File: src/rtl/ifetch_buffer.sv
// ifetch_buffer -- instruction fetch stage between the PC and the decoder.
//
// Issues one read per cycle to a synchronous instruction memory (1-cycle
// read latency), captures each returned word with its address in a small
// FIFO and hands the head entry to the decoder. The PC is back-pressured
// through pc_stall_o, and a flush squashes all buffered and in-flight work.
//
// Optional feature: define IFETCH_BYPASS_EN to present a returning word in
// the same cycle it arrives when the FIFO is empty (1-cycle request-to-valid
// latency instead of 2).
//
// Ports:
//   clk_i          clock, rising edge
//   rst_i          asynchronous, active-high reset
//   pc_addr_i      current instruction pointer
//   flush_i        taken jump/branch, squash everything
//   pc_stall_o     PC must hold its value this cycle
//   imem_req_o     instruction memory read strobe
//   imem_addr_o    instruction memory read address
//   imem_rdata_i   read data, valid the cycle after the request
//   instr_valid_o  instr_o / instr_pc_o valid
//   instr_ready_i  decoder accepts the head entry
//   instr_o        instruction word
//   instr_pc_o     address of instr_o
//
// Handshake: an entry transfers in a cycle where instr_valid_o and
// instr_ready_i are both high. While instr_valid_o is high and
// instr_ready_i is low, instr_o and instr_pc_o hold steady until the entry
// is accepted or a flush discards it. instr_ready_i is ignored while
// instr_valid_o is low.
module ifetch_buffer #(
    parameter int DEPTH = 4,
    parameter int AW    = 16,
    parameter int DW    = 16
) (
    input  logic          clk_i,
    input  logic          rst_i,
    input  logic [AW-1:0] pc_addr_i,
    input  logic          flush_i,
    output logic          pc_stall_o,
    output logic          imem_req_o,
    output logic [AW-1:0] imem_addr_o,
    input  logic [DW-1:0] imem_rdata_i,
    output logic          instr_valid_o,
    input  logic          instr_ready_i,
    output logic [DW-1:0] instr_o,
    output logic [AW-1:0] instr_pc_o
);

    localparam int PW = $clog2(DEPTH);
    localparam int CW = PW + 1;

    logic [AW-1:0] pc_mem  [DEPTH];
    logic [DW-1:0] ins_mem [DEPTH];

    logic [PW-1:0] wr_ptr_r;
    logic [PW-1:0] rd_ptr_r;
    logic [CW-1:0] count_r;
    logic          inflight_r;
    logic [AW-1:0] inflight_pc_r;

    logic          fifo_valid;
    logic [CW:0]   credits;
    logic          stall;
    logic          byp_active;
    logic          byp_take;
    logic          push;
    logic          pop;

    assign fifo_valid = (count_r != '0);

    // Credit check counts the read already in flight, so a returning word
    // always finds a free slot.
    assign credits = {1'b0, count_r} + {{CW{1'b0}}, inflight_r};
    assign stall   = (credits >= (CW+1)'(DEPTH));

`ifdef IFETCH_BYPASS_EN
    assign byp_active = ~fifo_valid & inflight_r & ~flush_i;
    assign byp_take   = byp_active & instr_ready_i;
`else
    assign byp_active = 1'b0;
    assign byp_take   = 1'b0;
`endif

    assign push = inflight_r & ~flush_i & ~byp_take;
    assign pop  = fifo_valid & instr_ready_i & ~flush_i;

    assign pc_stall_o    = stall & ~flush_i;
    assign imem_req_o    = ~stall & ~flush_i & ~rst_i;
    assign imem_addr_o   = pc_addr_i;

    // Outputs are forced to zero when nothing is presented, so unreset
    // storage never leaks onto the decoder interface.
    assign instr_valid_o = fifo_valid | byp_active;

    always_comb begin
        instr_o    = '0;
        instr_pc_o = '0;
        if (fifo_valid) begin
            instr_o    = ins_mem[rd_ptr_r];
            instr_pc_o = pc_mem[rd_ptr_r];
        end else if (byp_active) begin
            instr_o    = imem_rdata_i;
            instr_pc_o = inflight_pc_r;
        end
    end

    // Storage is deliberately not reset.
    always_ff @(posedge clk_i) begin
        if (push) begin
            pc_mem[wr_ptr_r]  <= inflight_pc_r;
            ins_mem[wr_ptr_r] <= imem_rdata_i;
        end
    end

    always_ff @(posedge clk_i or posedge rst_i) begin
        if (rst_i) begin
            wr_ptr_r      <= '0;
            rd_ptr_r      <= '0;
            count_r       <= '0;
            inflight_r    <= 1'b0;
            inflight_pc_r <= '0;
        end else if (flush_i) begin
            wr_ptr_r   <= '0;
            rd_ptr_r   <= '0;
            count_r    <= '0;
            inflight_r <= 1'b0;
        end else begin
            inflight_r <= imem_req_o;
            if (imem_req_o) begin
                inflight_pc_r <= pc_addr_i;
            end
            if (push) begin
                wr_ptr_r <= wr_ptr_r + 1'b1;
            end
            if (pop) begin
                rd_ptr_r <= rd_ptr_r + 1'b1;
            end
            case ({push, pop})
                2'b10:   count_r <= count_r + 1'b1;
                2'b01:   count_r <= count_r - 1'b1;
                default: count_r <= count_r;
            endcase
        end
    end

endmodule
File: config.mk
export PLATFORM = sky130hd
export DESIGN_NAME = ifetch_buffer
export DESIGN_NICKNAME = d
export VERILOG_FILES = /design/src/rtl/ifetch_buffer.sv
export SDC_FILE = /design/constraint.sdc
export NUM_CORES = 1
export LEC_CHECK = 0
export BUFFER_PORTS_ARGS = -buffer_cell sky130_fd_sc_hd__buf_4
export CELL_PAD_IN_SITES_DETAIL_PLACEMENT = 1
export CELL_PAD_IN_SITES_GLOBAL_PLACEMENT = 2
export CORE_MARGIN = 10
export CORE_UTILIZATION = 25
export DETAILED_ROUTE_END_ITERATION = 10
export PLACE_DENSITY = 0.63
export SLEW_MARGIN = 20
export SYNTH_ARGS = -nofsm -noshare
export SYNTH_HDL_FRONTEND = slang
export SYNTH_SLANG_ARGS = --single-unit
File: constraint.sdc
create_clock -name clk_i -period 2.1 [get_ports clk_i]
set_input_delay 0.105 -clock clk_i [delete_from_list [all_inputs] [get_ports clk_i]]
set_output_delay 0.105 -clock clk_i [all_outputs]
set_load 0.005 [all_outputs]
# == Yosys cells after proc, flatten, opt, wreduce, memory -nomap -nowiden ==
# Memory sizes are Yosys's and may differ from the RTL's.
# Index checks and enable logic that the tools add are counted.
# classes
reduce_logical,5
eq_ne,2
add_sub_neg,5
n_bitwise,9
n_lt_le_gt_ge,1
mux,11
# ops
operator,n
$mux W16,2
$mux W2,4
$and A1 B1 Y1,6
$pmux W3 S2,1
$reduce_bool A3 Y1,2
$add A2 B1 Y2 const B,2
$add A3 B1 Y4,1
$ge A4 B3 Y1 const B,1
$reduce_bool A2 Y1,2
$add A3 B1 Y3 const B,1
$mux W1,3
$mux W3,1
$not A1 Y1,3
$sub A3 B1 Y3 const B,1
$eq A2 B1 Y1 const B,1
$eq A2 B2 Y1 const B,1
$reduce_and A2 Y1,1
# totals
ff_bits,24
inputBits,36
ram_bits,128
memories,2
elab_cells,40
output_inout_bits,51
# mem_list
name,depth,word_bits,read_ports,rd_ports_with_merged_regs,wr,line_no,rtl
ins_mem,4,16,1,0,1,54,logic [DW-1:0] ins_mem [DEPTH];
pc_mem,4,16,1,0,1,53,logic [AW-1:0] pc_mem [DEPTH];

# == Depth between registers and ports, before layout ==
# logic_depth
depth_word,6
ltp_mapped,6
ltp_nobuf,6

# == Least setup slack after synthesis ==
# No wires, ideal clock.
# synth_path
path_type,register to register
startpoint,register inflight_r
endpoint,memory ins_mem[0][0] (enable)
synth_period_minus_slack_ns,2.012
n_path_buf,1
stages_incl_launch_ff,4
setup_ns,0.392
setup_slack_ns,0.088
t_required_ns,1.708
arrival_ns,1.620
path_cell_list,dfrtp_1 buf_2 nor2b_1 and2_1
# synth_between
elab_chain_cells,3
# synth_lines
item,line_no,rtl
"start, declared",59,logic inflight_r;
"start signal, assigned",129,inflight_r <= imem_req_o;
$and A1 B1 Y1,85,assign push = inflight_r & ~flush_i & ~byp_take;
$mux W1,110,if (push) begin
$mux W1 (not written as such),112,ins_mem[wr_ptr_r] <= imem_rdata_i;
"end, declared",54,
# Every way passes these cells.

# == Final worst setup path ==
# layout_path
startpoint,register rd_ptr_r[0]
endpoint,output instr_pc_o[9]
# layout_between
elab_chain_cells,2
# layout_lines
item,line_no,rtl
"start, declared",57,logic [PW-1:0] rd_ptr_r;
"start signal, assigned",137,rd_ptr_r <= rd_ptr_r + 1'b1;
$mem_v2 Z4 W16,-,
$mux W16,99,if (fifo_valid) begin
"end, declared",47,output logic [AW-1:0] instr_pc_o
# Every way passes these cells.

==> results.json <==
{
  "grt_pass1_wl_um": 21000,
  "period_minus_slack_ns": 2.03,
  "dp_hpwl_um": 8630,
  "outcome": "finished clean",
  "io_buffers": 86,
  "synth_area_mm2": 0.00618,
  "setup_viol": 0,
  "critPathCaptureType": "output port",
  "critPathKind": "flop to output port",
  "grt_pass1_vias": 3535,
  "drt_first_iter_violations": 179,
  "worstSetupStartpointType": "flop",
  "cts_made_buffers": 17,
  "netlist-cell-type-count": 32,
  "fin_ws_ns": 0.0684,
  "slowest_delay_ns": 0.57,
  "synth_edf_count": 128,
  "dieArea_mm2": 0.0314,
  "postRouteAntennaNets": 0,
  "yosys_warnings": 0,
  "powerDensity_mw_per_mm2": 1090,
  "die_w_um": 177,
  "syn_inst": 308,
  "cp_top_family": "multiplexers",
  "fp.coreArea_mm2": 0.0243,
  "globalRoute.totalOverflow": 0,
  "vias": 3175,
  "rows": 57,
  "nets": 479,
  "dp_cells": 699,
  "clock_latency_ns": 0.43,
  "globalplace.congestion": 0.676,
  "rsz0062_at_grt": "true",
  "hold_ws_ns": 0.0746,
  "fin_setup_tns_ns": 0,
  "seq_area_frac_synth_pct": 71.9,
  "p_leak_uw": 0.00291,
  "hold_class": "primary input to flop",
  "ir_drop_v": 0.000483,
  "avgSynthCellArea_um2": 20.1,
  "clock_skew_ns": 0.00757,
  "cts_tree": "built",
  "cap_violations": 0,
  "slew_violations": 0,
  "top_level_ports": 87,
  "floorplan.initialDensity_pct": 25.4,
  "clk_pin_slew_ns": 0.06,
  "syn_to_final_growth_pct": 31.5,
  "grt_use_total_pct": 9.04,
  "place_area_mm2": 0.00717,
  "drive_above_1_share_pct": 43.9,
  "required_ns": 2.00,
  "drt_wl_total_um": 13800,
  "synth-main-ff-cell": "edfxtp_1",
  "routed_via_density": 4.10,
  "max_freq_mhz": 492,
  "max-clock-path-buffers": 2,
  "n_antenna_cell": 0,
  "async_reset_ff_share_pct": 15.8,
  "post_drt_wl_per_cell_um": 17.8,
  "route.detailed.drc": 0,
  "arrival_ns": 1.93,
  "clkSinkCount": 152,
  "grt_max_degree": 33,
  "worst_pin_slew_ns": 0.420,
  "die_h_um": 177,
  "cp_num_buf_inv": 2,
  "hold_viol": 0,
  "crit_slowest_cell": "mux4_2",
  "htreeDepth": 4,
  "fin_cells": 775,
  "ys_seq_elements": 152,
  "period_share_pct": 96.7,
  "synthesis.nets": 349,
  "crit_chain": "buf_8, mux4_2, and2_1, buf_4",
  "cp_max_fo": 13,
  "design_area_mm2": 0.00813,
  "first_pass_iters": 4,
  "root_buffer": "clkbuf_16",
  "antenna_found_initial": 0,
  "place_ws_ns": 0.0272,
  "max_slew_margin_pct": 71.6
}
==> where the power goes <==
part / switching (uW) / leakage (uW) / internal (uW)
registers: 251 / 0.00144 / 3610
logic: 995 / 0.00122 / 1400
clock network: 1160 / 0.000244 / 1490
==> sequential cells by signal, indices dropped and copies added, names as in the netlist <==
name and flops:
count_r 3, inflight_pc_r 16, inflight_r 1, ins_mem 64, pc_mem 64, rd_ptr_r 2, wr_ptr_r 2
==> final cells by class <==
type                            count  area (um^2)
Timing Repair Buffer              142         1250
Multi-Input combinational cell    118         1490
Inverter                            7         26.3
Clock inverter                     14         82.6
Fill cell                        2467        16200
Sequential cell                   152         4450
Tap cell                          324          405
Clock buffer                       18          429
==> final timing paths <==
| kind | start | end | slack (ns) | cells past startpoint |
|---|---|---|---|---|
| max in group asynchronous | rst_i | rd_ptr_r[1] | 1.37 | 4 |
| min in group asynchronous | rst_i | inflight_pc_r[15] | 0.41 | 4 |
| max reg2reg | count_r[0] | count_r[2] | 0.13 | 6 |
| max | rd_ptr_r[0] | instr_pc_o[9] | 0.07 | 4 |
| min reg2reg | inflight_pc_r[7] | pc_mem[3][7] | 0.53 | 0 |
| min | instr_ready_i | count_r[2] | 0.07 | 3 |
==> layout by cell type, fill, tap and decap left out, types with 2 or more instances in the layout <==
cell type        n
ha_1             4
buf_12           7
and2_4           3
and2_1          29
buf_4          100
dlygate4sd3_1   34
mux2_2           8
dfrtp_1         20
clkinvlp_4       3
mux2_4           8
clkinv_2         3
edfxtp_1       128
clkbuf_16       17
dfrtp_2          3
xnor2_1          4
inv_1            7
inv_6            2
nor2b_1          2
nor2_1           7
xor2_1           2
and2_2           4
clkinv_1         5
mux4_2          32
==> per-stage QoR <==
step | total power (uW) | util (%)
final | 8900 | 33.4
after global routing | 9410 | 33.4
after CTS | 9050 | 33.0
after detailed placement | 6260 | 29.5
after global placement | 6190 | 29.5
after floorplan | 5200 | -
==> synthesized netlist by cell type, types with 3 or more instances <==
master	number	area, um^2
dfrtp_1	24	601
ha_1	4	50.1
nor2_1	7	26.3
buf_12	3	60.1
mux4_2	32	721
xnor2_1	4	35.0
clkbuf_1	3	11.3
buf_4	16	120
edfxtp_1	128	3840
and2_1	36	225
mux2_2	8	90.1
inv_1	7	26.3
buf_2	7	35.0
mux2_4	8	120
==> worst register-to-register path: cells and delay by family, from the launching register on <==
| family | cells | cell delay (ns) |
|---|---|---|
| AOI/OAI and AO/OA | 3 | 0.71 |
| adders and majority gates | 1 | 0.42 |
| DFF | 1 | 0.48 |
| and+or+nand+nor | 2 | 0.26 |
==> kinds of logic after synthesis <==
| family | Yosys count | synth area share, % |
|---|---|---|
| DFF | 152 | 71.9 |
| and+or+nand+nor | 50 | 4.96 |
| buffers and inverters | 38 | 4.45 |
| AOI/OAI and AO/OA | 8 | 1.50 |
| xor gates and xnor gates | 6 | 0.850 |
| adders and majority gates | 5 | 1.13 |
| muxes | 49 | 15.2 |
==> timing repair <==
action / CTS / global route
pin swaps: 0 / 2
hold endpoints to repair: 111 / 0
endpoints found under the setup margin: 32 / 12
buffers inserted: 0 / 10
hold buffers: 34 / 0
gates cloned: 0 / 0
gates resized for setup: 4 / 6
==> layer usage <==
metal | global-route usage [%] | vias to the layer above | share of wire, %
li1 | - | 1436 | -
met1 | 10.9 | 1649 | 44
met2 | 14.5 | 76 | 49
met3 | 3.07 | 14 | 5.3
met4 | 3.65 | 0 | 1.4
met5 | 0 | - | 0
(Power assumes the default switching activity.)
